===== config.mk =====
export PLATFORM = sky130hd
export DESIGN_NAME = alu_uart_intf_flat
export DESIGN_NICKNAME = d
export VERILOG_FILES = /design/src/rtl/alu_uart_intf_if.sv /design/src/rtl/alu_uart_intf.sv /design/src/flat_wrapper.sv
export SDC_FILE = /design/constraint.sdc
export NUM_CORES = 1
export LEC_CHECK = 0
export BUFFER_PORTS_ARGS = -buffer_cell sky130_fd_sc_hd__buf_4
export CORE_MARGIN = 2
export CORE_UTILIZATION = 51
export DETAILED_ROUTE_END_ITERATION = 8
export PLACE_DENSITY = 0.9
export SLEW_MARGIN = 40
export SYNTH_ARGS = -nofsm -noshare
export SYNTH_HDL_FRONTEND = slang
export SYNTH_SLANG_ARGS = --single-unit

===== constraint.sdc =====
create_clock -name i_clk -period 2.08 [get_ports i_clk]
set_input_delay 0.416 -clock i_clk [delete_from_list [all_inputs] [get_ports i_clk]]
set_output_delay 0.416 -clock i_clk [all_outputs]
set_load 0.02 [all_outputs]

===== src/rtl/alu_uart_intf_if.sv =====
// alu_uart_intf_if: byte/ALU/transmitter signal bundle for the UART-ALU sequencing stage
interface alu_uart_intf_if #(
  parameter int DATA_WIDTH = 8,
  parameter int OP_WIDTH   = 6
);
  logic                  i_rx_done;
  logic [DATA_WIDTH-1:0] i_rx_data;
  logic [DATA_WIDTH-1:0] i_alu_result;
  logic                  i_tx_done;
  logic [DATA_WIDTH-1:0] o_alu_a;
  logic [DATA_WIDTH-1:0] o_alu_b;
  logic [OP_WIDTH-1:0]   o_alu_op;
  logic                  o_tx_start;
  logic [DATA_WIDTH-1:0] o_tx_data;
  logic                  o_busy;
  logic                  o_err;
  logic                  o_drop;
  modport slave (
    input  i_rx_done, i_rx_data, i_alu_result, i_tx_done,
    output o_alu_a, o_alu_b, o_alu_op, o_tx_start, o_tx_data, o_busy, o_err, o_drop
  );
  modport master (
    output i_rx_done, i_rx_data, i_alu_result, i_tx_done,
    input  o_alu_a, o_alu_b, o_alu_op, o_tx_start, o_tx_data, o_busy, o_err, o_drop
  );
endinterface


===== src/rtl/alu_uart_intf.sv =====
// alu_uart_intf: collects opcode/A/B bytes, runs the external ALU, hands the result to the UART transmitter; ALU_UART_INTF_TIMEOUT_EN adds an inter-byte timeout
module alu_uart_intf #(
  parameter int DATA_WIDTH   = 8,
  parameter int OP_WIDTH     = 6,
  parameter int TIMEOUT_CLKS = 52080
) (
  input  logic            i_clk,
  input  logic            i_reset,
  alu_uart_intf_if.slave  bus
);
  typedef enum logic [2:0] {WAIT_OP, WAIT_A, WAIT_B, EXEC, SEND, WAIT_TX} state_t;
  state_t                state_q, state_d;
  logic [DATA_WIDTH-1:0] a_q, a_d, b_q, b_d, tx_q, tx_d;
  logic [OP_WIDTH-1:0]   op_q, op_d;
  logic                  err_q, err_d, drop_q, drop_d;
  logic [OP_WIDTH-1:0]   rx_op;
  logic                  op_ok, busy;
  assign rx_op = bus.i_rx_data[OP_WIDTH-1:0];
  assign op_ok = ((bus.i_rx_data >> OP_WIDTH) == '0) &&
                 (rx_op inside {OP_WIDTH'(6'h20), OP_WIDTH'(6'h22), OP_WIDTH'(6'h24), OP_WIDTH'(6'h25),
                                OP_WIDTH'(6'h26), OP_WIDTH'(6'h03), OP_WIDTH'(6'h02), OP_WIDTH'(6'h27)});
  assign busy  = state_q inside {EXEC, SEND, WAIT_TX};
`ifdef ALU_UART_INTF_TIMEOUT_EN
  localparam int CW = $clog2(TIMEOUT_CLKS);
  logic [CW-1:0] cnt_q, cnt_d;
  logic          waiting;
  assign waiting = state_q inside {WAIT_A, WAIT_B};
`endif
  // Sequence byte collection, execution and transmit handshake
  always_comb begin
    state_d = state_q;
    op_d    = op_q;
    a_d     = a_q;
    b_d     = b_q;
    tx_d    = tx_q;
    err_d   = 1'b0;
    drop_d  = bus.i_rx_done && busy;
    case (state_q)
      WAIT_OP: if (bus.i_rx_done) begin
        if (op_ok) begin
          op_d    = rx_op;
          state_d = WAIT_A;
        end else err_d = 1'b1;
      end
      WAIT_A: if (bus.i_rx_done) begin
        a_d     = bus.i_rx_data;
        state_d = WAIT_B;
      end
      WAIT_B: if (bus.i_rx_done) begin
        b_d     = bus.i_rx_data;
        state_d = EXEC;
      end
      EXEC: begin
        tx_d    = bus.i_alu_result;
        state_d = SEND;
      end
      SEND:    state_d = WAIT_TX;
      WAIT_TX: state_d = bus.i_tx_done ? WAIT_OP : WAIT_TX;
      default: state_d = WAIT_OP;
    endcase
`ifdef ALU_UART_INTF_TIMEOUT_EN
    cnt_d = (waiting && !bus.i_rx_done) ? cnt_q + 1'b1 : '0;
    if (waiting && !bus.i_rx_done && cnt_q == CW'(TIMEOUT_CLKS - 1)) begin
      err_d   = 1'b1;
      state_d = WAIT_OP;
      cnt_d   = '0;
    end
`endif
  end
  // State and datapath registers, cleared asynchronously
  always_ff @(posedge i_clk or negedge i_reset) begin
    if (!i_reset) begin
      state_q <= WAIT_OP;
      op_q    <= '0;
      a_q     <= '0;
      b_q     <= '0;
      tx_q    <= '0;
      err_q   <= 1'b0;
      drop_q  <= 1'b0;
    end else begin
      state_q <= state_d;
      op_q    <= op_d;
      a_q     <= a_d;
      b_q     <= b_d;
      tx_q    <= tx_d;
      err_q   <= err_d;
      drop_q  <= drop_d;
    end
  end
`ifdef ALU_UART_INTF_TIMEOUT_EN
  // Inter-byte idle counter
  always_ff @(posedge i_clk or negedge i_reset) begin
    if (!i_reset) cnt_q <= '0;
    else          cnt_q <= cnt_d;
  end
`endif
  assign bus.o_alu_a    = a_q;
  assign bus.o_alu_b    = b_q;
  assign bus.o_alu_op   = op_q;
  assign bus.o_tx_start = state_q == SEND;
  assign bus.o_tx_data  = tx_q;
  assign bus.o_busy     = busy;
  assign bus.o_err      = err_q;
  assign bus.o_drop     = drop_q;
endmodule


===== src/flat_wrapper.sv =====
// flat-port wrapper written by rule: the top's interface ports become plain ports
module alu_uart_intf_flat 
#(
  parameter int DATA_WIDTH   = 8,
  parameter int OP_WIDTH     = 6,
  parameter int TIMEOUT_CLKS = 52080
)
  (i_clk, i_reset, bus_i_rx_done, bus_i_rx_data, bus_i_alu_result, bus_i_tx_done, bus_o_alu_a, bus_o_alu_b, bus_o_alu_op, bus_o_tx_start, bus_o_tx_data, bus_o_busy, bus_o_err, bus_o_drop);
  alu_uart_intf_if #(.DATA_WIDTH(DATA_WIDTH), .OP_WIDTH(OP_WIDTH)) bus_i ();
  input  logic i_clk;
  input  logic i_reset;
  input wire logic [$bits(bus_i.i_rx_done)-1:0] bus_i_rx_done;
  input wire logic [$bits(bus_i.i_rx_data)-1:0] bus_i_rx_data;
  input wire logic [$bits(bus_i.i_alu_result)-1:0] bus_i_alu_result;
  input wire logic [$bits(bus_i.i_tx_done)-1:0] bus_i_tx_done;
  output wire logic [$bits(bus_i.o_alu_a)-1:0] bus_o_alu_a;
  output wire logic [$bits(bus_i.o_alu_b)-1:0] bus_o_alu_b;
  output wire logic [$bits(bus_i.o_alu_op)-1:0] bus_o_alu_op;
  output wire logic [$bits(bus_i.o_tx_start)-1:0] bus_o_tx_start;
  output wire logic [$bits(bus_i.o_tx_data)-1:0] bus_o_tx_data;
  output wire logic [$bits(bus_i.o_busy)-1:0] bus_o_busy;
  output wire logic [$bits(bus_i.o_err)-1:0] bus_o_err;
  output wire logic [$bits(bus_i.o_drop)-1:0] bus_o_drop;
  assign bus_i.i_rx_done = bus_i_rx_done;
  assign bus_i.i_rx_data = bus_i_rx_data;
  assign bus_i.i_alu_result = bus_i_alu_result;
  assign bus_i.i_tx_done = bus_i_tx_done;
  assign bus_o_alu_a = bus_i.o_alu_a;
  assign bus_o_alu_b = bus_i.o_alu_b;
  assign bus_o_alu_op = bus_i.o_alu_op;
  assign bus_o_tx_start = bus_i.o_tx_start;
  assign bus_o_tx_data = bus_i.o_tx_data;
  assign bus_o_busy = bus_i.o_busy;
  assign bus_o_err = bus_i.o_err;
  assign bus_o_drop = bus_i.o_drop;
  alu_uart_intf #(.DATA_WIDTH(DATA_WIDTH), .OP_WIDTH(OP_WIDTH), .TIMEOUT_CLKS(TIMEOUT_CLKS)) u_core (.i_clk(i_clk), .i_reset(i_reset), .bus(bus_i));
endmodule

# [Word level (Yosys, flattened, before mapping)]
# Index checks and enable logic that the tools add are counted.
[op_classes] muxes=9 eq_ne=17 n_reduce_logical=10
[ops] operator="$eq A6 B6 Y1 const B" count=6
[ops] operator="$pmux W3 S6" count=1
[ops] operator="$mux W3" count=5
[ops] operator="$eq A6 B2 Y1 const B" count=2
[ops] operator="$logic_not A8 Y1" count=1
[ops] operator="$reduce_bool A8 Y1" count=1
[ops] operator="$eq A3 B2 Y1 const B" count=2
[ops] operator="$eq A3 B3 Y1 const B" count=2
[ops] operator="$ne A2 B2 Y1 const B" count=3
[ops] operator="$reduce_and A2 Y1" count=2
[ops] operator="$reduce_and A4 Y1" count=1
[ops] operator="$eq A3 B1 Y1 const B" count=1
[ops] operator="$logic_not A3 Y1" count=1
[ops] operator="$mux W1" count=3
[ops] operator="$reduce_and A3 Y1" count=1
[ops] operator="$reduce_bool A3 Y1" count=1
[ops] operator="$logic_and A1 B1 Y1" count=2
[ops] operator="$ne A2 B1 Y1 const B" count=1
[totals] ff_bits=35 output_inout_bits=34 inputBits=20 elab_cells=43

# [Longest topological paths before layout]
# Gate-level depths: netlist of the first run.
[logic_depth] depth_word=6 mapped_depth=5 mapped_depth_nobuf=4

# [Worst setup path before layout of the first run]
# Ideal clock, no wire load.
[synth_path] path_kind="input -> register" startpoint="in bus_i_rx_data[7]" endpoint="reg u_core.op_q[0] (netlist: u_core.bus.o_alu_op[0])" slack_ps=541 path_buffers=1 stages=5 arrival_time_ps=1414 path_cell_list="nor4_2 > o211a_1 > and3_1 > buf_6 > mux2_4"
[synth_between] elab_chain_cells=3
[synth_lines] element="start, declared" line="flat_wrapper.sv:13" text="input wire logic [$bits(bus_i.i_rx_data)-1:0] bus_i_rx_data;"
[synth_lines] element="$logic_not A8 Y1" line="alu_uart_intf.sv:19" text="assign op_ok = ((bus.i_rx_data >> OP_WIDTH) == '0) &&"
[synth_lines] element="$logic_and A1 B1 Y1" line="alu_uart_intf.sv:19"
[synth_lines] element="$reduce_and A3 Y1 (no source line)"
[synth_lines] element="end signal, assigned" line="alu_uart_intf.sv:82" text="op_q <= op_d;"
[synth_lines] element="end, declared" line="alu_uart_intf.sv:14" text="logic [OP_WIDTH-1:0] op_q, op_d;"
# Every way passes these cells.
# A chain may end at the register's enable or synchronous reset.

# [Worst setup path after layout of the first run]
[layout_path] startpoint="reg u_core.state_q[1]" endpoint="out bus_o_tx_start"
[layout_between] elab_chain_cells=1
[layout_lines] element="start, declared" line="alu_uart_intf.sv:12" text="state_t state_q, state_d;"
[layout_lines] element="start signal, assigned" line="alu_uart_intf.sv:81" text="state_q <= state_d;"
[layout_lines] element="$eq A3 B3 Y1" line="alu_uart_intf.sv:100" text="assign bus.o_tx_start = state_q == SEND;"
[layout_lines] element="end, declared" line="flat_wrapper.sv:19" text="output wire logic [$bits(bus_i.o_tx_start)-1:0] bus_o_tx_start;"
# Every way passes these cells.

==> results of run 1 <==
==> state kept, by name, summed over array words and instances (netlist names) <==
name,flops
u_core.bus.o_alu_op,6
u_core.bus.o_tx_data,8
u_core.bus.o_alu_b,8
u_core.state_q,3
u_core.bus.o_alu_a,8
u_core.bus.o_drop,1
u_core.bus.o_err,1
==> per-stage QoR <==
stage / instances / util (%) / hold slack, ps / setup WS, ps
floorplan: 96 / - / 120.4 / 541.2
global placement: 178 / 68.61 / 375.3 / 263.0
detailed placement: 178 / 68.61 / 380.4 / 222.8
CTS: 186 / 71.79 / 0.3090 / 304.0
global route: 186 / 71.79 / 25.03 / 232.5
finish: 186 / 71.79 / 1.576 / 325.7
==> kinds of logic after synthesis <==
| family | after synthesis |
|---|---|
| flip-flops | 35 |
| multiplexers | 28 |
| AND/OR/NAND/NOR | 23 |
| AO/OA/AOI/OAI | 6 |
| buffers and inverters | 4 |
==> layout by cell type, fill, tap and decap left out, types with 3 or more instances in the layout <==
master,n
sky130_fd_sc_hd__nand2_1,3
sky130_fd_sc_hd__clkbuf_4,5
sky130_fd_sc_hd__mux2_4,4
sky130_fd_sc_hd__buf_4,54
sky130_fd_sc_hd__nor2_1,3
sky130_fd_sc_hd__and2_1,3
sky130_fd_sc_hd__a21oi_1,3
sky130_fd_sc_hd__dfrtp_1,35
sky130_fd_sc_hd__mux2_2,24
sky130_fd_sc_hd__nor2b_1,3
sky130_fd_sc_hd__nand3b_1,3
==> area by class of cell <==
class	instances	area, sq um	area share (%)
sequential	35	875.8	45.02
multi-input combinational	57	535.5	27.52
timing repair buffer	54	405.4	20.84
clock buffer	6	51.30	2.637
tap	31	38.79	1.994
clock inverter	2	35.03	1.801
inverter	1	3.754	0.1929
==> power by group <==
part | switching [uW] | internal (uW)
Combinational | 688 | 719
Sequential | 204 | 984
Clock | 224 | 284
Total | 1120 | 1990
==> cell usage after synthesis (2+ instances only) <==
| master | instances | area share [%] |
|---|---|---|
| sky130_fd_sc_hd__mux2_2 | 24 | 19 |
| sky130_fd_sc_hd__nand2_1 | 3 | 0.78 |
| sky130_fd_sc_hd__and2_1 | 3 | 1.3 |
| sky130_fd_sc_hd__nor2_1 | 3 | 0.78 |
| sky130_fd_sc_hd__dfrtp_1 | 35 | 61 |
| sky130_fd_sc_hd__nor2b_1 | 3 | 1.3 |
| sky130_fd_sc_hd__mux2_4 | 4 | 4.2 |
| sky130_fd_sc_hd__a21oi_1 | 3 | 1.0 |
| sky130_fd_sc_hd__nand3b_1 | 3 | 1.6 |
| sky130_fd_sc_hd__buf_2 | 2 | 0.70 |
==> layer usage <==
layer	up-vias	share of wire [%]
li1	451	-
met1	475	40
met5	-	0
met3	4	9.6
met4	0	1.1
met2	47	49
==> how the worst max path moves through the flow <==
stage                                    endpoint  slack, ps  cells after the start
3_3_place_gp   u_core.bus.o_alu_op[1]$_DFFE_PN0P_        260                      5
6_report                           bus_o_tx_start        330                      3
5_1_grt                            bus_o_tx_start        230                      3
2_1_floorplan  u_core.bus.o_alu_op[0]$_DFFE_PN0P_        540                      5
3_5_place_dp   u_core.bus.o_alu_op[0]$_DFFE_PN0P_        220                      5
4_1_cts                            bus_o_tx_start        300                      3
==> impl_metrics.xml, run 1 <==
<?xml version="1.0" encoding="UTF-8"?>
<metrics>
  <group name="sta">
    <metric name="maxClockFrequency" unit="MHz">570.0</metric>
    <metric name="clock_skew" unit="ps">12.20</metric>
    <metric name="grt_setup_unrepaired" unit="">no</metric>
    <metric name="totalNegativeSetupSlack" unit="ps">0</metric>
    <metric name="transition_time_of_the_tightest_slew_check_pin" unit="ps">468.0</metric>
    <metric name="slew_headroom" unit="%">68.77</metric>
    <metric name="final.min_clock_period" unit="ps">1754</metric>
    <metric name="final_min_period_over_clock_period" unit="%">84.34</metric>
    <metric name="finalHoldViolCount" unit="">0</metric>
    <metric name="report.final.slew_viol_count" unit="">0</metric>
    <metric name="setup_viol" unit="">0</metric>
  </group>
  <group name="clock_network">
    <metric name="clock_sink_count" unit="">35</metric>
    <metric name="cts_tree" unit="">built</metric>
    <metric name="post-cts-setup-buffers" unit="">0</metric>
    <metric name="cts.hold.buffers_added" unit="">0</metric>
    <metric name="cts_resized" unit="">0</metric>
    <metric name="cts_buffer_depth" unit="">2</metric>
    <metric name="htree_num_levels" unit="">2</metric>
    <metric name="cts.reportedPaths.clkPinSlew" unit="ps">110</metric>
    <metric name="cts_inserted_buffers" unit="">5</metric>
    <metric name="clock-root-buffer" unit="">sky130_fd_sc_hd__clkbuf_4</metric>
    <metric name="insertion_delay" unit="ps">340</metric>
  </group>
  <group name="die">
    <metric name="standard_cell_rows" unit="">19</metric>
    <metric name="initial_core_util" unit="%">53.00</metric>
    <metric name="die_h" unit="um">57.07</metric>
    <metric name="num_io_pins" unit="">54</metric>
    <metric name="die_area" unit="sq mm">0.003257</metric>
    <metric name="placeableCoreArea" unit="sq mm">0.002710</metric>
    <metric name="floorplan.die.width" unit="um">57.07</metric>
  </group>
  <group name="power_and_ir_drop">
    <metric name="power" unit="uW">3103</metric>
    <metric name="p_per_area" unit="mW/mm^2">1595</metric>
    <metric name="peakVddDrop" unit="mV">1.280</metric>
    <metric name="power.static_leakage" unit="uW">0.0009623</metric>
  </group>
  <group name="detailed_routing">
    <metric name="dr_total_vias" unit="">977</metric>
    <metric name="totalWireLength" unit="um">2827</metric>
    <metric name="vias_per_cell" unit="">5.253</metric>
    <metric name="first_iter_violations" unit="">24</metric>
    <metric name="ant_nets" unit="">0</metric>
    <metric name="detail_route.wl_per_cell" unit="um">15.20</metric>
    <metric name="drt_pass1_iterations" unit="">4</metric>
    <metric name="post_route_drc_violation_count" unit="">0</metric>
  </group>
  <group name="cells_and_area">
    <metric name="finalInstanceArea" unit="sq mm">0.001946</metric>
    <metric name="num_antenna_cells" unit="">0</metric>
    <metric name="filler_cell_count" unit="">213</metric>
    <metric name="finish.net_count" unit="">174</metric>
    <metric name="drive_above_1_share" unit="%">60.65</metric>
    <metric name="area_growth_syn_to_layout" unit="%">35.45</metric>
  </group>
  <group name="synth">
    <metric name="count_of_state_elements_after_synthesis" unit="">35</metric>
    <metric name="synth.lib_cells_used.distinct" unit="">23</metric>
    <metric name="synth_enable_flop_cells" unit="">0</metric>
    <metric name="yosys.area_share.adder" unit="%">0</metric>
    <metric name="synthArstFlopShare" unit="%">100.0</metric>
    <metric name="synthesis.nets" unit="">116</metric>
    <metric name="synthSimpleGateAreaFrac" unit="%">11.50</metric>
    <metric name="post_synth_inst_count" unit="">96</metric>
    <metric name="seq_area_frac_synth" unit="%">60.98</metric>
    <metric name="postSynthAreaPerCell" unit="sq um">14.96</metric>
    <metric name="share_of_cell_area_taken_by_muxes_after_synthesis" unit="%">23.00</metric>
    <metric name="synth.yosys.warnings" unit="">0</metric>
    <metric name="largest_family_of_logic_cells_by_synthesized_area" unit="">multiplexers</metric>
    <metric name="synth_compound_area_share" unit="%">2.787</metric>
    <metric name="mappedNetlistArea" unit="sq mm">0.001436</metric>
    <metric name="synth_xor_area_share" unit="%">0</metric>
    <metric name="synth_flop_cell" unit="">sky130_fd_sc_hd__dfrtp_1</metric>
  </group>
  <group name="critical_path">
    <metric name="worstPathRequired" unit="ps">1660</metric>
    <metric name="launch_point_of_the_worst_path" unit="">u_core.state_q[1]$_DFFE_PN0P_</metric>
    <metric name="cp_slowest_stage_delay" unit="ps">480</metric>
    <metric name="critical-path-top-delay-family" unit="">flip-flops</metric>
    <metric name="critPathBufInv" unit="">1</metric>
    <metric name="timing_worst_setup_path_type" unit="">reg2out</metric>
    <metric name="reg2reg_setup_slack" unit="ps">470</metric>
    <metric name="worst_setup_path_end_kind" unit="">primary output</metric>
    <metric name="worst_r2r_endpoint" unit="">u_core.bus.o_alu_b[0]$_DFFE_PN0P_</metric>
    <metric name="crit_arrival" unit="ps">1340</metric>
    <metric name="cp_cell_sequence" unit="">nor2_1 -&gt; and2_1 -&gt; buf_4</metric>
    <metric name="rr_startpoint" unit="">u_core.state_q[0]$_DFFE_PN0P_</metric>
    <metric name="worstPathMaxFanout" unit="">8</metric>
    <metric name="crit_path_start_kind" unit="">register</metric>
    <metric name="ff2ff_path_depth" unit="">3</metric>
    <metric name="cp_slowest_cell" unit="">sky130_fd_sc_hd__dfrtp_1</metric>
  </group>
  <group name="global_routing">
    <metric name="groute.usage.overall" unit="%">18.65</metric>
    <metric name="grt_antenna_before_repair" unit="">0</metric>
    <metric name="globalRouteMet1Util" unit="%">22.92</metric>
    <metric name="met2_usage" unit="%">30.71</metric>
    <metric name="grt_first_pass_wirelength" unit="um">4595</metric>
    <metric name="grt_max_degree" unit="">36</metric>
    <metric name="grt-busiest-layer" unit="">met2</metric>
    <metric name="overflow" unit="">0</metric>
    <metric name="grt_util_met3" unit="%">7.710</metric>
    <metric name="vias_in_the_first_global_route" unit="">965</metric>
  </group>
  <group name="placement">
    <metric name="gp_congestion" unit="">0.7217</metric>
    <metric name="dp.final_hpwl" unit="um">2138</metric>
    <metric name="io_buffers" unit="">53</metric>
    <metric name="dpl-instance-area" unit="sq mm">0.001859</metric>
  </group>
  <group name="run_status">
    <metric name="run_status" unit="">finished clean</metric>
  </group>
  <group name="min_path">
    <metric name="hp-class" unit="">in2async</metric>
  </group>
  <group name="job">
    <metric name="timing.max_cap.violations" unit="">0</metric>
  </group>
</metrics>
Power figures use the tool's default switching activity.
==> run 2: changes to the inputs <==
--- a/config.mk
+++ b/config.mk
@@ -7,9 +7,9 @@
 export LEC_CHECK = 0
 export BUFFER_PORTS_ARGS = -buffer_cell sky130_fd_sc_hd__buf_4
 export CORE_MARGIN = 2
-export CORE_UTILIZATION = 51
+export CORE_UTILIZATION = 43
 export DETAILED_ROUTE_END_ITERATION = 8
-export PLACE_DENSITY = 0.9
+export PLACE_DENSITY = 0.82
 export SLEW_MARGIN = 40
 export SYNTH_ARGS = -nofsm -noshare
 export SYNTH_HDL_FRONTEND = slang
==> constraint.sdc (replaced) <==
create_clock -name i_clk -period 1.55 [get_ports i_clk]
set_input_delay 0.31 -clock i_clk [delete_from_list [all_inputs] [get_ports i_clk]]
set_output_delay 0.31 -clock i_clk [all_outputs]
set_load 0.02 [all_outputs]
==> impl_metrics.xml, run 2 (synthesis results as in run 1) <==
<?xml version="1.0" encoding="UTF-8"?>
<metrics>
  <group name="run_status">
    <metric name="run_status" unit="">finished, violations left</metric>
    <metric name="failed_checks" unit="">negative setup slack</metric>
  </group>
  <group name="cells_and_area">
    <metric name="drive_above_1_share" unit="%">68.57</metric>
    <metric name="area_growth_syn_to_layout" unit="%">50.87</metric>
    <metric name="finish.net_count" unit="">195</metric>
    <metric name="fin_util" unit="%">69.84</metric>
    <metric name="finalInstanceArea" unit="sq mm">0.002167</metric>
    <metric name="most_frequent_standard_cell_in_the_layout_excluding_fill_and_tap_cells" unit="">sky130_fd_sc_hd__buf_4</metric>
    <metric name="filler_cell_count" unit="">243</metric>
    <metric name="num_antenna_cells" unit="">0</metric>
    <metric name="top_library_cells_by_usage_in_the_layout_fill_and_taps_aside" unit="">67 x sky130_fd_sc_hd__buf_4, 33 x sky130_fd_sc_hd__dfrtp_1, 24 x sky130_fd_sc_hd__mux2_2</metric>
  </group>
  <group name="critical_path">
    <metric name="worst_setup_path_end_kind" unit="">primary output</metric>
    <metric name="cp_slowest_cell" unit="">sky130_fd_sc_hd__dfrtp_2</metric>
    <metric name="cp_common_cell" unit="">sky130_fd_sc_hd__buf_6</metric>
    <metric name="critPathBufInv" unit="">2</metric>
    <metric name="worstPathRequired" unit="ps">1240</metric>
    <metric name="timing_worst_setup_path_type" unit="">reg2out</metric>
    <metric name="cp_slowest_stage_delay" unit="ps">460</metric>
    <metric name="worstPathMaxFanout" unit="">3</metric>
    <metric name="crit_path_start_kind" unit="">register</metric>
    <metric name="critical-path-top-delay-family" unit="">flip-flops</metric>
    <metric name="cp_cell_sequence" unit="">nor2_4 -&gt; buf_6 -&gt; and2_4 -&gt; buf_6</metric>
    <metric name="crit_arrival" unit="ps">1240</metric>
  </group>
  <group name="power_and_ir_drop">
    <metric name="peakVddDrop" unit="mV">1.212</metric>
    <metric name="power" unit="uW">4369</metric>
    <metric name="power.static_leakage" unit="uW">0.001072</metric>
    <metric name="p_per_area" unit="mW/mm^2">2016</metric>
  </group>
  <group name="detailed_routing">
    <metric name="detail_route.wl_per_cell" unit="um">14.06</metric>
    <metric name="wl_met2" unit="um">1586</metric>
    <metric name="vias_per_cell" unit="">4.817</metric>
    <metric name="post_route_drc_violation_count" unit="">0</metric>
    <metric name="dr_total_vias" unit="">1055</metric>
    <metric name="dr_top_layer" unit="">met4</metric>
    <metric name="ant_nets" unit="">0</metric>
    <metric name="drt_pass1_iterations" unit="">3</metric>
    <metric name="met3RoutedLength" unit="um">196</metric>
    <metric name="m1WireLength" unit="um">1228</metric>
    <metric name="totalWireLength" unit="um">3079</metric>
    <metric name="first_iter_violations" unit="">22</metric>
  </group>
  <group name="sta">
    <metric name="maxClockFrequency" unit="MHz">644.2</metric>
    <metric name="report.final.slew_viol_count" unit="">0</metric>
    <metric name="totalNegativeSetupSlack" unit="ps">-2.397</metric>
    <metric name="final_min_period_over_clock_period" unit="%">100.2</metric>
    <metric name="finalHoldViolCount" unit="">0</metric>
    <metric name="setup_viol" unit="">1</metric>
    <metric name="slew_headroom" unit="%">71.02</metric>
    <metric name="clock_skew" unit="ps">7.940</metric>
    <metric name="whs" unit="ps">210.5</metric>
    <metric name="transition_time_of_the_tightest_slew_check_pin" unit="ps">434.8</metric>
    <metric name="post-route-worst-setup-slack" unit="ps">-2.397</metric>
    <metric name="grt_setup_unrepaired" unit="">yes</metric>
    <metric name="final.min_clock_period" unit="ps">1552</metric>
  </group>
  <group name="placement">
    <metric name="dpl-instance-area" unit="sq mm">0.001981</metric>
    <metric name="dp.final_hpwl" unit="um">2247</metric>
    <metric name="io_buffers" unit="">53</metric>
    <metric name="gp_congestion" unit="">0.7793</metric>
  </group>
  <group name="die">
    <metric name="num_io_pins" unit="">54</metric>
    <metric name="standard_cell_rows" unit="">20</metric>
    <metric name="placeableCoreArea" unit="sq mm">0.003103</metric>
    <metric name="die_area" unit="sq mm">0.003819</metric>
    <metric name="die_h" unit="um">61.80</metric>
    <metric name="floorplan.die.width" unit="um">61.80</metric>
    <metric name="initial_core_util" unit="%">46.29</metric>
  </group>
  <group name="clock_network">
    <metric name="clock-root-buffer" unit="">sky130_fd_sc_hd__clkbuf_4</metric>
    <metric name="clock_sink_count" unit="">35</metric>
    <metric name="cts_inserted_buffers" unit="">5</metric>
    <metric name="insertion_delay" unit="ps">320</metric>
    <metric name="htree_num_levels" unit="">2</metric>
    <metric name="cts_buffer_depth" unit="">2</metric>
    <metric name="cts_tree" unit="">built</metric>
    <metric name="cts.reportedPaths.clkPinSlew" unit="ps">100</metric>
  </group>
  <group name="global_routing">
    <metric name="grt_max_degree" unit="">36</metric>
    <metric name="groute.usage.overall" unit="%">17.22</metric>
    <metric name="grt_antenna_before_repair" unit="">0</metric>
    <metric name="grt_first_pass_wirelength" unit="um">4629</metric>
    <metric name="vias_in_the_first_global_route" unit="">1042</metric>
    <metric name="overflow" unit="">0</metric>
  </group>
  <group name="job">
    <metric name="timing.max_cap.violations" unit="">0</metric>
  </group>
  <group name="min_path">
    <metric name="hp-class" unit="">in2reg</metric>
  </group>
</metrics>
## run 2: cell types whose count changed in the layout (fill, tap and decap cells not counted), sizes merged
cell	delta
bufinv	-1
dlygate4sd3	+1
buf	+20
## run 2: what timing repair did
item / in CTS / in global routing
endpoints found under the hold margin: 35 / 0
hold buffers: 1 / 0
setup endpoints to repair: 2 / 21
setup buffers: 9 / 2
pin swaps: 2 / 3
gates resized for setup: 4 / 9
## run 2: per-layer routing
| metal | track usage [%] | vias to the layer above |
|---|---|---|
| li1 | - | 495 |
| met1 | 19.92 | 514 |
| met2 | 28.87 | 39 |
| met3 | 3.934 | 7 |
| met4 | 10.64 | 0 |
| met5 | 0 | - |
## run 2: cell type report
cell class	count	area (sq um)	area share, %
inverters	1	3.754	0.1732
repair buffers	75	618.1	28.52
clock inverters	1	5.005	0.2309
clock buffers	6	51.30	2.367
multi-input cells	57	555.5	25.64
flip-flops and latches	35	878.3	40.53
well taps	44	55.05	2.540
## run 2: final timing paths
check                                             startpoint  slack (ps)  cells after the start                             endpoint
max in group asynchronous                            i_reset         760                      2        u_core.state_q[1]$_DFFE_PN0P_
setup reg to reg               u_core.state_q[0]$_DFFE_PN0P_          -2                      5    u_core.bus.o_alu_b[7]$_DFFE_PN0P_
hold / removal                           bus_i_alu_result[6]         210                      2  u_core.bus.o_tx_data[6]$_DFFE_PN0P_
setup / recovery               u_core.state_q[0]$_DFFE_PN0P_          -2                      4                       bus_o_tx_start
min in group asynchronous                            i_reset         450                      2   u_core.bus.o_alu_op[0]$_DFFE_PN0P_
hold reg to reg            u_core.bus.o_alu_a[7]$_DFFE_PN0P_         520                      1    u_core.bus.o_alu_a[7]$_DFFE_PN0P_
## run 2: report_power, final
group,internal [uW],total [uW],switching (uW)
Clock,210,488,278
Sequential,1330,1570,240
Combinational,1260,2320,1060
## run 2: through the flow
step / instances / setup WS [ps]
3_3_place_gp: 200 / -117.8
4_1_cts: 217 / -7.486
2_1_floorplan: 96 / 117.2
5_1_grt: 219 / -52.00
3_5_place_dp: 200 / -144.1
6_report: 219 / -2.397
==> run 3: changes to the inputs <==
==> constraint.sdc (replaced) <==
create_clock -name i_clk -period 1.55 [get_ports i_clk]
set_input_delay 0.2325 -clock i_clk [delete_from_list [all_inputs] [get_ports i_clk]]
set_output_delay 0.2325 -clock i_clk [all_outputs]
set_load 0.02 [all_outputs]
==> impl_metrics.xml, run 3 (synthesis results as in run 1) <==
<?xml version="1.0" encoding="UTF-8"?>
<metrics>
  <group name="detailed_routing">
    <metric name="drt_pass1_iterations" unit="">4</metric>
    <metric name="detail_route.wl_per_cell" unit="um">14.53</metric>
    <metric name="totalWireLength" unit="um">3095</metric>
    <metric name="first_iter_violations" unit="">27</metric>
    <metric name="vias_per_cell" unit="">4.695</metric>
    <metric name="ant_nets" unit="">0</metric>
    <metric name="dr_total_vias" unit="">1000</metric>
    <metric name="post_route_drc_violation_count" unit="">0</metric>
  </group>
  <group name="clock_network">
    <metric name="cts.reportedPaths.clkPinSlew" unit="ps">110</metric>
    <metric name="htree_num_levels" unit="">2</metric>
    <metric name="cts_tree" unit="">built</metric>
    <metric name="cts_inserted_buffers" unit="">5</metric>
    <metric name="cts_buffer_depth" unit="">2</metric>
    <metric name="insertion_delay" unit="ps">350</metric>
    <metric name="clock_sink_count" unit="">35</metric>
    <metric name="clock-root-buffer" unit="">sky130_fd_sc_hd__clkbuf_4</metric>
  </group>
  <group name="sta">
    <metric name="clock_skew" unit="ps">13.29</metric>
    <metric name="transition_time_of_the_tightest_slew_check_pin" unit="ps">443.4</metric>
    <metric name="setup_viol" unit="">0</metric>
    <metric name="final_min_period_over_clock_period" unit="%">98.28</metric>
    <metric name="grt_setup_unrepaired" unit="">yes</metric>
    <metric name="slew_headroom" unit="%">70.44</metric>
    <metric name="report.final.slew_viol_count" unit="">0</metric>
    <metric name="final.min_clock_period" unit="ps">1523</metric>
    <metric name="maxClockFrequency" unit="MHz">656.4</metric>
    <metric name="finalHoldViolCount" unit="">0</metric>
  </group>
  <group name="global_routing">
    <metric name="vias_in_the_first_global_route" unit="">1024</metric>
    <metric name="grt_first_pass_wirelength" unit="um">4767</metric>
    <metric name="grt_max_degree" unit="">36</metric>
    <metric name="groute.usage.overall" unit="%">17.71</metric>
    <metric name="overflow" unit="">0</metric>
    <metric name="grt_antenna_before_repair" unit="">0</metric>
  </group>
  <group name="cells_and_area">
    <metric name="stdcell_count" unit="">213</metric>
    <metric name="finish.net_count" unit="">188</metric>
    <metric name="filler_cell_count" unit="">248</metric>
    <metric name="multiInputGateArea" unit="sq um">545.5</metric>
    <metric name="final-seq-area" unit="sq um">877.1</metric>
    <metric name="area_growth_syn_to_layout" unit="%">46.78</metric>
    <metric name="fin_util" unit="%">67.94</metric>
    <metric name="finalInstanceArea" unit="sq mm">0.002108</metric>
    <metric name="num_antenna_cells" unit="">0</metric>
    <metric name="top_library_cells_by_usage_in_the_layout_fill_and_taps_aside" unit="">63 x sky130_fd_sc_hd__buf_4, 34 x sky130_fd_sc_hd__dfrtp_1, 24 x sky130_fd_sc_hd__mux2_2</metric>
    <metric name="drive_above_1_share" unit="%">65.09</metric>
    <metric name="most_frequent_standard_cell_in_the_layout_excluding_fill_and_tap_cells" unit="">sky130_fd_sc_hd__buf_4</metric>
  </group>
  <group name="placement">
    <metric name="gp_congestion" unit="">0.7810</metric>
    <metric name="io_buffers" unit="">53</metric>
    <metric name="dpl-instance-area" unit="sq mm">0.001968</metric>
    <metric name="dp.final_hpwl" unit="um">2233</metric>
    <metric name="dpl.cell_count" unit="">200</metric>
  </group>
  <group name="power_and_ir_drop">
    <metric name="relative_contribution_of_sequential_cells_to_total_power" unit="%">35.9</metric>
    <metric name="p_int" unit="uW">2787</metric>
    <metric name="net-switching-power" unit="uW">1576</metric>
    <metric name="power.static_leakage" unit="uW">0.001040</metric>
    <metric name="power.share.combinational" unit="%">48.9</metric>
    <metric name="share_clk_of_total_power" unit="%">15.2</metric>
    <metric name="peakVddDrop" unit="mV">1.020</metric>
    <metric name="sw_frac_of_total" unit="%">36.12</metric>
    <metric name="p_per_area" unit="mW/mm^2">2070</metric>
  </group>
  <group name="min_path">
    <metric name="hp-class" unit="">in2reg</metric>
  </group>
  <group name="critical_path">
    <metric name="crit_path_start_kind" unit="">register</metric>
    <metric name="crit_arrival" unit="ps">1290</metric>
    <metric name="cp_slowest_cell" unit="">sky130_fd_sc_hd__dfrtp_1</metric>
    <metric name="timing_worst_setup_path_type" unit="">reg2out</metric>
    <metric name="worst_setup_path_end_kind" unit="">primary output</metric>
    <metric name="worstPathMaxFanout" unit="">6</metric>
    <metric name="cp_cell_sequence" unit="">buf_6 -&gt; nand3b_1 -&gt; nand2_2 -&gt; buf_6</metric>
    <metric name="cp_common_cell" unit="">sky130_fd_sc_hd__buf_6</metric>
    <metric name="cp_slowest_stage_delay" unit="ps">420</metric>
    <metric name="worstPathRequired" unit="ps">1320</metric>
  </group>
  <group name="die">
    <metric name="standard_cell_rows" unit="">20</metric>
    <metric name="die_h" unit="um">61.80</metric>
    <metric name="die_area" unit="sq mm">0.003819</metric>
    <metric name="initial_core_util" unit="%">46.29</metric>
    <metric name="num_io_pins" unit="">54</metric>
    <metric name="placeableCoreArea" unit="sq mm">0.003103</metric>
    <metric name="floorplan.die.width" unit="um">61.80</metric>
  </group>
  <group name="job">
    <metric name="timing.max_cap.violations" unit="">0</metric>
  </group>
  <group name="run_status">
    <metric name="run_status" unit="">finished clean</metric>
  </group>
</metrics>
[run 3: repair_timing]
item | 4_1_cts | 5_1_grt
endpoints found under the setup margin | 2 | 14
resized for setup | 1 | 5
buffers inserted | 4 | 0
hold endpoints to repair | 35 | 0
gates cloned | 0 | 0
hold buffers | 1 | 0
pin swaps | 0 | 2
[run 3: critical path: cells and delay by family, from the launching register on]
kind | cells | cell delay [ps]
buffers and inverters | 2 | 250
AND/OR/NAND/NOR | 2 | 290
flip-flops | 1 | 420
[run 3: power by group through the flow]
stage | clock, uW | sequential, uW | combinational [uW]
detailed placement | 0 | 1600 | 2040
finish | 661 | 1570 | 2130
global placement | 0 | 1570 | 2000
CTS | 679 | 1560 | 2120
floorplan | 0 | 2040 | 636
global route | 722 | 1610 | 2290
[run 3: through the flow]
stage | setup WS (ps) | hold slack, ps | power (uW) | TNS, ps
after global routing | -44.48 | 94.96 | 4630 | -117.9
after CTS | 10.36 | 97.41 | 4360 | 0
final | 26.63 | 117.9 | 4363 | 0
after detailed placement | -100.9 | 205.3 | 3642 | -382.5
after floorplan | 144.8 | -63.09 | 2674 | 0
after global placement | -42.22 | 193.9 | 3564 | -168.7
[run 3: area by class of cell]
cell class | instances | area share, %
Sequential cell | 35 | 41.60
Tap cell | 44 | 2.611
Timing Repair Buffer | 68 | 25.88
Inverter | 1 | 0.1780
Clock inverter | 3 | 2.077
Multi-Input combinational cell | 57 | 25.88
Clock buffer | 5 | 1.780
[run 3: layer usage]
metal / track usage, % / wire length (um)
met1: 21.18 / 1310
met2: 28.72 / 1512
met3: 5.590 / 212
met4: 9.119 / 60
met5: 0 / 0
[run 3: worst paths after layout]
check / slack (ps) / cells past startpoint / start / endpoint
worst max-delay path: 30 / 4 / u_core.state_q[2]$_DFFE_PN0P_ / bus_o_busy
worst min-delay path: 120 / 2 / bus_i_alu_result[1] / u_core.bus.o_tx_data[1]$_DFFE_PN0P_
worst max register to register: 40 / 5 / u_core.state_q[2]$_DFFE_PN0P_ / u_core.bus.o_alu_a[1]$_DFFE_PN0P_
worst min register to register: 520 / 1 / u_core.bus.o_tx_data[2]$_DFFE_PN0P_ / u_core.bus.o_tx_data[2]$_DFFE_PN0P_
max in group asynchronous: 840 / 2 / i_reset / u_core.state_q[1]$_DFFE_PN0P_
min in group asynchronous: 360 / 2 / i_reset / u_core.bus.o_alu_op[0]$_DFFE_PN0P_
